$ cat src/rtl/encoder_4x2_pending.sv
// Registered 4-to-2 priority encoder: latches rising request edges into pending
// flags and presents the highest pending index until the consumer acknowledges.
module encoder_4x2_pending (
    input  logic       clock,
    input  logic       reset,
    input  logic       enable,
    input  logic [0:3] D,
    input  logic       ack,
    output logic       A,
    output logic       B,
    output logic       V,
    output logic [0:3] P
);

    typedef enum logic {
        IDLE = 1'b0,
        HOLD = 1'b1
    } state_t;

    state_t     state_q, state_d;
    logic [0:3] d_q;
    logic [0:3] p_q, p_d;
    logic [1:0] code_q, code_d;
    logic [1:0] enc;
    logic       grant_done;

    assign grant_done = (state_q == HOLD) && ack;

    // Set has priority over clear, so a re-request on the ack edge is served again.
    genvar gi;
    generate
        for (gi = 0; gi < 4; gi++) begin : g_pending
            logic set_bit;
            logic clr_bit;
            assign set_bit = enable && D[gi] && !d_q[gi];
            assign clr_bit = grant_done && (code_q == 2'(gi));
            assign p_d[gi] = set_bit || (p_q[gi] && !clr_bit);
        end
    endgenerate

    always_comb begin
        enc = 2'd0;
        if (p_q[3])      enc = 2'd3;
        else if (p_q[2]) enc = 2'd2;
        else if (p_q[1]) enc = 2'd1;
    end

    always_comb begin
        state_d = state_q;
        code_d  = code_q;
        case (state_q)
            IDLE: begin
                if (|p_q) begin
                    code_d  = enc;
                    state_d = HOLD;
                end
            end
            HOLD: begin
                if (ack) state_d = IDLE;
            end
            default: state_d = IDLE;
        endcase
    end

    always_ff @(posedge clock or posedge reset) begin
        if (reset) begin
            state_q <= IDLE;
            d_q     <= 4'b0000;
            p_q     <= 4'b0000;
            code_q  <= 2'd0;
        end else begin
            state_q <= state_d;
            d_q     <= D;
            p_q     <= p_d;
            code_q  <= code_d;
        end
    end

    assign A = code_q[1];
    assign B = code_q[0];
    assign V = (state_q == HOLD);
    assign P = p_q;

endmodule

$ cat config.mk
export PLATFORM = sky130hd
export DESIGN_NAME = encoder_4x2_pending
export DESIGN_NICKNAME = d
export VERILOG_FILES = /design/src/rtl/encoder_4x2_pending.sv
export SDC_FILE = /design/constraint.sdc
export NUM_CORES = 1
export LEC_CHECK = 0
export BUFFER_PORTS_ARGS = -buffer_cell sky130_fd_sc_hd__buf_2
export CAP_MARGIN = 10
export CORE_MARGIN = 3
export CORE_UTILIZATION = 25
export DETAILED_ROUTE_END_ITERATION = 16
export PLACE_DENSITY = 0.57
export SYNTH_ARGS = -nofsm -noshare
export SYNTH_HDL_FRONTEND = slang
export SYNTH_SLANG_ARGS = --single-unit
$ cat constraint.sdc
create_clock -name clock -period 2.8 [get_ports clock]
set_input_delay 0.84 -clock clock [delete_from_list [all_inputs] [get_ports clock]]
set_output_delay 0.84 -clock clock [all_outputs]
set_load 0.03 [all_outputs]
==> flow_summary.json, run 1 <==
{
  "cp_num_cells": 1,
  "core_um2": 1520,
  "ir_worst_vdd_v": 0.000351,
  "drt_wl_total_um": 867,
  "pin_count": 15,
  "drtIter0Drc": 0,
  "critical_path.cell_chain": "buf_2",
  "grt_first_pass_wirelength_um": 1490,
  "drv_cap": 0,
  "drt-vias-per-instance": 4.63,
  "final_area_um2": 528,
  "hp-class": "reg2reg",
  "place_area_um2": 502,
  "r2r_end": "P[1]",
  "die_h_um": 46.6,
  "crit_path_start_kind": "flip-flop",
  "rsz0062_at_grt": "false",
  "r2r_start": "V",
  "cellPowerDensity_nw_per_um2": 1080,
  "min_from": "d_q[1]",
  "outcome": "finished clean",
  "top_layer_used": "met4",
  "drive_above_1_share": 0.327,
  "htree_levels": 1,
  "synth_top_area_frac": 0.669,
  "cp.arrival_ns": 0.99,
  "path_buf_inv": 1,
  "synth_warnings": 0,
  "slowest_stage": "dfrtp_1",
  "port_buffers": 14,
  "first_pass_iters": 1,
  "std_cell_rows": 14,
  "syn_avg_cell_area_um2": 11.1,
  "final_common_cell": "buf_2",
  "min_period_ns": 1.83,
  "start_util": 0.270,
  "nNetsFinal": 64,
  "clock_skew_ns": 0.00296,
  "grt_use_total": 0.104,
  "crit_family": "flip-flops",
  "cts_tree": "done",
  "synthTopCellsByArea": "dfrtp_1 (67%), o21ai_0 (8.5%), nand2_1 (3.6%)",
  "wl_per_cell_um": 12.2,
  "cts-resized-gates": 0,
  "cp_data_required_time_ns": 1.96,
  "crit_path_max_incr_delay_ns": 0.47,
  "ant_nets": 0,
  "worstPathMaxFanout": 8,
  "pwr-share-comb": 0.361,
  "synth_fp_nets": 45,
  "fp.dieW_um": 46.6,
  "p_int_w": 0.000325,
  "met1_length_um": 394,
  "clock-sinks": 11,
  "crit_type": "reg2out",
  "worst_pin_slew_ns": 0.416,
  "power_leakage_nw": 0.253,
  "ys_seq_elements": 11,
  "hold_buffers": 0,
  "worst_skew_pair.late_latency_ns": 0.27,
  "wl_met2_um": 409,
  "die_area_um2": 2170,
  "seq_area_frac_synth": 0.669,
  "cts_buffer_depth": 2,
  "worstHoldEndpoint": "P[1]",
  "path_clk_slew_ns": 0.07,
  "seqPwrFrac": 0.445,
  "post-route-period-util": 0.653,
  "syn_area_um2": 412,
  "grt_pass1_vias": 345,
  "worst_setup_path_end_kind": "primary output",
  "cts_setup_buffers": 0,
  "netSwitchingPower_w": 0.000244,
  "antenna_found_initial": 0,
  "drc_errors": 0,
  "relSlewSlack": 0.723,
  "clockPowerShare": 0.194,
  "final_cell_mix": "buf_2 (14), dfrtp_1 (11), o21ai_0 (7)",
  "hold_viol_final": 0,
  "synthDistinctLibCells": 13,
  "cts_buffers": 3,
  "regToRegSetupSlack_ns": 1.81,
  "syn2layout_area_growth_pct": 28.3,
  "grt_max_degree": 12,
  "power.share.switching": 0.429,
  "wl_met3_um": 56,
  "place.gp.congestion": 0.686,
  "tns_ns": 0,
  "clock-root-buffer": "clkbuf_4",
  "grt.overflow.total": 0,
  "synth_largest_area_cell": "dfrtp_1",
  "slew_viol_final": 0,
  "max_freq_mhz": 547,
  "setup_violations": 0,
  "netlist_instances": 37,
  "vias": 329,
  "diodes": 0,
  "reg2reg_depth": 3,
  "worstHoldPathCells": 1
}
Yosys cell counts:
library cell and instances:
o31ai_1 2, nand3_1 1, nand2_1 4, a21boi_0 1, o21ai_0 7, o21ai_1 2
inv_1 3, a2bb2oi_1 1, nor3_1 1, nor2_1 2, nand2_2 1, dfrtp_1 11
mux2i_1 1
flip-flops by register name, summed over array words and instances, names as in the netlist:
signal	cells
d_q	4
V	1
P	4
code_q	2
layout make-up:
cell class,count,area [µm²]
Sequential cell,11,275
Multi-Input combinational cell,23,125
Fill cell,159,996
Inverter,3,11.3
Clock buffer,4,26.3
Tap cell,16,20.0
Timing Repair Buffer,14,70.1
power by group through the flow:
stage | logic [W] | registers (W) | clock network, W
floorplan | 0.0000597 | 0.000332 | 0
global placement | 0.000207 | 0.000258 | 0
detailed placement | 0.000210 | 0.000258 | 0
CTS | 0.000210 | 0.000255 | 0.000115
global route | 0.000224 | 0.000263 | 0.000122
finish | 0.000206 | 0.000253 | 0.000110
how the worst max path moves through the flow:
| stage | endpoint | startpoint |
|---|---|---|
| floorplan | V | V |
| global placement | V | V |
| detailed placement | V | V |
| CTS | V | V |
| global route | V | V |
| finish | V | V |
routing by layer:
| layer | GRT usage | vias to the layer above |
|---|---|---|
| li1 | - | 162 |
| met1 | 0.125 | 155 |
| met2 | 0.157 | 10 |
| met3 | 0.0234 | 2 |
| met4 | 0.0852 | 0 |
| met5 | 0 | - |
cell families (layout without fill, tap and decap cells):
group / count (synthesis) / count (layout) / synth area share
multiplexers: 1 / 1 / 0.0243
buffers and inverters: 3 / 21 / 0.0274
AO/OA/AOI/OAI: 13 / 13 / 0.185
AND/OR/NAND/NOR: 9 / 9 / 0.0942
flip-flops: 11 / 11 / 0.669
metrics by stage:
stage / hold slack (ns) / instances / worst slack (ns) / total power, W / util
detailed placement: 0.417 / 67 / 1.26 / 0.000467 / 0.329
global route: 0.444 / 71 / 0.892 / 0.000610 / 0.346
finish: 0.421 / 71 / 0.972 / 0.000569 / 0.346
floorplan: 0.400 / 37 / 1.37 / 0.000392 / -
CTS: 0.427 / 71 / 0.951 / 0.000580 / 0.346
global placement: 0.402 / 67 / 1.27 / 0.000464 / 0.329
No activity file was read; power rests on OpenSTA's default activity.
==> run 2: changes to the inputs <==
- ABC_AREA: default -> 1
- clock period: 2.8 -> 1.7 ns (I/O delays scaled with it)
==> run 2 against run 1 <==
Against the previous run:
- synthesized area rose by 3.0%
- power grew 84%
- sequential power increased by 71%
- critical endpoint unchanged
- utilization is essentially flat
==> flow_summary.json, run 2 <==
{
  "outcome": "finished clean",
  "antenna_found_initial": 0,
  "synth_flop_cell": "dfrtp_1",
  "cts_buffers": 3,
  "first_pass_iters": 2,
  "drv_cap": 0,
  "drt_wl_total_um": 759,
  "netSwitchingPower_w": 0.000469,
  "synth_warnings": 0,
  "die_area_um2": 2230,
  "slowest_stage": "dfrtp_1",
  "wl_per_cell_um": 9.49,
  "crit_path_start_kind": "flip-flop",
  "clock-root-buffer": "clkbuf_4",
  "start_util": 0.272,
  "nNetsFinal": 73,
  "synthDistinctLibCells": 8,
  "power.share.switching": 0.449,
  "syn_area_um2": 424,
  "totalPowerFinal_w": 0.00105,
  "drive_above_1_share": 0.266,
  "synth_top_area_frac": 0.649,
  "hold_buffers": 0,
  "crit_type": "reg2out",
  "place.gp.congestion": 0.691,
  "fp.dieW_um": 47.2,
  "synth_commonest_cells": "nand2_1 (15), dfrtp_1 (11), o21ai_1 (7)",
  "cts_setup_buffers": 0,
  "diodes": 0,
  "final_common_cell": "nand2_1",
  "path_clk_slew_ns": 0.07,
  "grt.overflow.total": 0,
  "hold_viol_final": 0,
  "tns_ns": 0,
  "drtIter0Drc": 5,
  "cts_buffer_depth": 2,
  "ant_nets": 0,
  "worst_pin_slew_ns": 0.410,
  "ys_seq_elements": 11,
  "hp-class": "in2async",
  "synth_largest_area_cell": "dfrtp_1",
  "pwr-share-comb": 0.422,
  "syn2layout_area_growth_pct": 27.4,
  "rsz0062_at_grt": "false",
  "r2r_end": "P[1]",
  "cts-resized-gates": 0,
  "synthTopCellsByArea": "dfrtp_1 (65%), nand2_1 (13%), o21ai_1 (8.3%)",
  "setup_violations": 0,
  "crit_path_max_incr_delay_ns": 0.41,
  "pin_count": 15,
  "async_flop_share": 1.00,
  "regToRegSetupSlack_ns": 0.81,
  "synth_edf_count": 0,
  "grt_use_total": 0.0870,
  "synth.most_common_cell": "nand2_1",
  "slew_viol_final": 0,
  "crit_family": "flip-flops",
  "clockPowerShare": 0.164,
  "min_period_ns": 1.41,
  "synth_fp_nets": 54,
  "dp_hpwl_um": 618,
  "relSlewSlack": 0.726,
  "worstPathMaxFanout": 5,
  "cp_data_required_time_ns": 1.19,
  "seq_area_frac_synth": 0.649,
  "p_int_w": 0.000576,
  "path_buf_inv": 1,
  "cellPowerDensity_nw_per_um2": 1930,
  "setup_slack_ns": 0.289,
  "r2r_start": "V",
  "reg2reg_depth": 3,
  "grt_pass1_vias": 320,
  "power_leakage_nw": 0.280,
  "htree_levels": 1,
  "worst_skew_pair.late_latency_ns": 0.26,
  "worst_setup_path_end_kind": "primary output",
  "netlist_instances": 46,
  "post-route-period-util": 0.830,
  "final_cell_mix": "nand2_1 (15), buf_2 (14), dfrtp_1 (11)",
  "std_cell_rows": 14,
  "ir_worst_vdd_v": 0.000708,
  "seqPwrFrac": 0.414,
  "drt-vias-per-instance": 4.28,
  "cts_tree": "done",
  "max_freq_mhz": 709,
  "syn_avg_cell_area_um2": 9.22,
  "critical_path.cell_chain": "buf_2",
  "cp.arrival_ns": 0.90,
  "port_buffers": 14,
  "grt_max_degree": 12,
  "die_h_um": 47.2,
  "clock-sinks": 11,
  "vias": 342,
  "pre_cts_ws_ns": 0.575,
  "drc_errors": 0,
  "clock_skew_ns": 0.00463,
  "grt_first_pass_wirelength_um": 1330,
  "core_um2": 1560
}
run 2: cell count changes in the layout (fill, tap and decap cells not counted), moves of 2 or more:
cell / before / now
nand2_1: 4 / 15
o21ai_0: 7 / 3
inv_1: 3 / 6
o21ai_1: 2 / 7
o31ai_1: 2 / 0
run 2: layout make-up:
cell class / count / area (µm²)
clock buffer: 4 / 26.3
fill: 174 / 1020
inverter: 6 / 22.5
multi-input combinational: 29 / 126
sequential: 11 / 275
tap: 16 / 20.0
timing repair buffer: 14 / 70.1
run 2: routing by layer:
metal	track usage	share of wire	vias to the layer above
met5	0	0	-
met4	0.0166	0	0
met3	0.0575	0.096	0
met2	0.119	0.43	13
met1	0.115	0.47	148
li1	-	-	181
run 2: kinds of logic (layout without fill, tap and decap cells):
kind of cell,Yosys count,in the layout,synth area share
AO/OA/AOI/OAI,10,10,0.118
buffers and inverters,6,24,0.0531
flip-flops,11,11,0.649
AND/OR/NAND/NOR,19,19,0.180
run 2: through the flow:
stage	hold slack [ns]	instance area (µm²)	std cells	utilization
6_report	0.220	541	80	0.347
3_3_place_gp	0.402	514	76	0.330
4_1_cts	0.233	541	80	0.347
5_1_grt	0.256	541	80	0.347
3_5_place_dp	0.410	514	76	0.330
2_1_floorplan	0.362	424	46	-
run 2: how the worst max path moves through the flow:
stage / start / to / slack (ns) / depth (start not counted)
final: V / V / 0.29 / 1
after global routing: V / V / 0.24 / 1
after global placement: V / V / 0.59 / 1
after floorplan: code_q[0] / B / 0.67 / 0
after detailed placement: code_q[0] / B / 0.57 / 1
after CTS: code_q[0] / B / 0.28 / 1
run 2: power by group through the flow:
stage | Sequential [W] | Combinational [W] | Clock (W)
2_1_floorplan | 0.000588 | 0.000161 | 0
5_1_grt | 0.000456 | 0.000496 | 0.000191
4_1_cts | 0.000435 | 0.000451 | 0.000181
3_5_place_dp | 0.000440 | 0.000450 | 0
3_3_place_gp | 0.000435 | 0.000452 | 0
6_report | 0.000433 | 0.000441 | 0.000171
==> run 3: changes to the inputs <==
- PLACE_DENSITY: 0.57 -> 0.58
- clock period: 1.7 -> 1.16 ns (I/O delays scaled with it)
==> run 3 against run 2 <==
Against the previous run:
- largest cell class unchanged
- power up 84%
- routed wire length up 13%
- critical path depth unchanged
- cell count up 10%
- sequential share of layout area down 8.4 points
- setup slack worse by 0.28 ns
==> flow_summary.json, run 3 (synthesis gave the netlist of run 2 again) <==
{
  "reg2reg_depth": 6,
  "final_common_cell": "nand2_1",
  "drv_cap": 0,
  "start_util": 0.272,
  "path_buf_inv": 1,
  "clock-sinks": 11,
  "clockPowerShare": 0.135,
  "die_area_um2": 2230,
  "drt_wl_total_um": 859,
  "pwr-share-comb": 0.556,
  "worst_skew_pair.late_latency_ns": 0.26,
  "max_freq_mhz": 866,
  "diodes": 0,
  "min_period_ns": 1.16,
  "pin_count": 15,
  "antenna_found_initial": 0,
  "critical_path.cell_chain": "buf_6",
  "crit_path_start_kind": "flip-flop",
  "p_int_w": 0.00115,
  "setup_violations": 0,
  "vias": 389,
  "ant_nets": 0,
  "die_h_um": 47.2,
  "power_leakage_nw": 0.335,
  "first_pass_iters": 2,
  "worst_setup_path_end_kind": "primary output",
  "hold-worst-slack_ns": 0.0587,
  "slowest_stage": "dfrtp_1",
  "hold_buffers": 0,
  "hp-class": "in2async",
  "power.share.switching": 0.402,
  "cts_tree": "done",
  "core_um2": 1560,
  "drtIter0Drc": 3,
  "worst_pin_slew_ns": 0.419,
  "cellPowerDensity_nw_per_um2": 2970,
  "fillers": 166,
  "outcome": "finished clean",
  "std_cell_rows": 14,
  "grt_max_degree": 12,
  "dp_hpwl_um": 638,
  "crit_type": "reg2out",
  "hold_viol_final": 0,
  "final_cell_mix": "nand2_1 (15), dfrtp_1 (11), buf_4 (8)",
  "cp_data_required_time_ns": 0.81,
  "netSwitchingPower_w": 0.000773,
  "path_clk_slew_ns": 0.07,
  "pre_cts_ws_ns": 0.197,
  "grt_use_total": 0.0993,
  "port_buffers": 14,
  "clock-root-buffer": "clkbuf_4",
  "relSlewSlack": 0.720,
  "crit_path_max_incr_delay_ns": 0.40,
  "drc_errors": 0,
  "ir_worst_vdd_v": 0.000884,
  "drt-vias-per-instance": 4.42,
  "seqPwrFrac": 0.309,
  "grt_first_pass_wirelength_um": 1470,
  "nNetsFinal": 81,
  "cts_buffers": 3,
  "crit_family": "flip-flops",
  "r2r_end": "P[1]",
  "wl_per_cell_um": 9.76,
  "cts_buffer_depth": 2,
  "fin_cells": 88,
  "regToRegSetupSlack_ns": 0.11,
  "r2r_start": "code_q[1]",
  "syn2layout_area_growth_pct": 52.5,
  "setup_slack_ns": 0.00490,
  "grt.overflow.total": 0,
  "worstPathMaxFanout": 2,
  "grt_pass1_vias": 385,
  "htree_levels": 1,
  "totalPowerFinal_w": 0.00192,
  "slew_viol_final": 0,
  "place.gp.congestion": 0.715,
  "fp.dieW_um": 47.2,
  "drive_above_1_share": 0.361,
  "clock_skew_ns": 0.00440,
  "post-route-period-util": 0.996,
  "post-place-cells": 76,
  "rsz0062_at_grt": "true",
  "cp.arrival_ns": 0.81
}
run 3: cell type report:
cell class	instances	area, µm²	share of cell area
flip-flops and latches	11	275	0.426
inverters	6	22.5	0.0348
repair buffers	22	174	0.269
clock buffers	4	26.3	0.0406
multi-input cells	29	129	0.199
well taps	16	20.0	0.0309
run 3: worst max path at each step:
stage / start / endpoint / slack, ns / depth (start not counted)
final: P[1] / P[1] / 0.005 / 1
after global routing: P[3] / P[3] / -0.03 / 1
after floorplan: V / P[1] / 0.16 / 3
after global placement: V / V / 0.20 / 1
after CTS: V / V / -0.0008 / 1
after detailed placement: V / V / 0.20 / 1
run 3: power by group through the flow:
stage | Combinational (W) | Clock, W | Sequential, W
floorplan | 0.000237 | 0 | 0.000862
global placement | 0.000664 | 0 | 0.000640
detailed placement | 0.000664 | 0 | 0.000644
CTS | 0.00103 | 0.000266 | 0.000592
global route | 0.00118 | 0.000292 | 0.000612
finish | 0.00107 | 0.000259 | 0.000594
run 3: layer usage:
| layer | vias up | wire length [µm] | track usage |
|---|---|---|---|
| li1 | 195 | - | - |
| met4 | 0 | 11 | 0.0663 |
| met2 | 12 | 417 | 0.144 |
| met5 | - | 0 | 0 |
| met1 | 180 | 367 | 0.112 |
| met3 | 2 | 61 | 0.0536 |
run 3: repair_timing:
item | CTS | global route
gates resized for setup | 13 | 2
endpoints found under the setup margin | 7 | 8
setup buffers | 7 | 1
hold endpoints to repair | 0 | 0
run 3: per-stage QoR:
stage | setup TNS [ns] | cell area, µm² | util
after floorplan | 0 | 424 | -
after global placement | 0 | 514 | 0.330
after detailed placement | 0 | 514 | 0.330
after CTS | -0.000759 | 633 | 0.406
after global routing | -0.172 | 647 | 0.415
final | 0 | 647 | 0.415
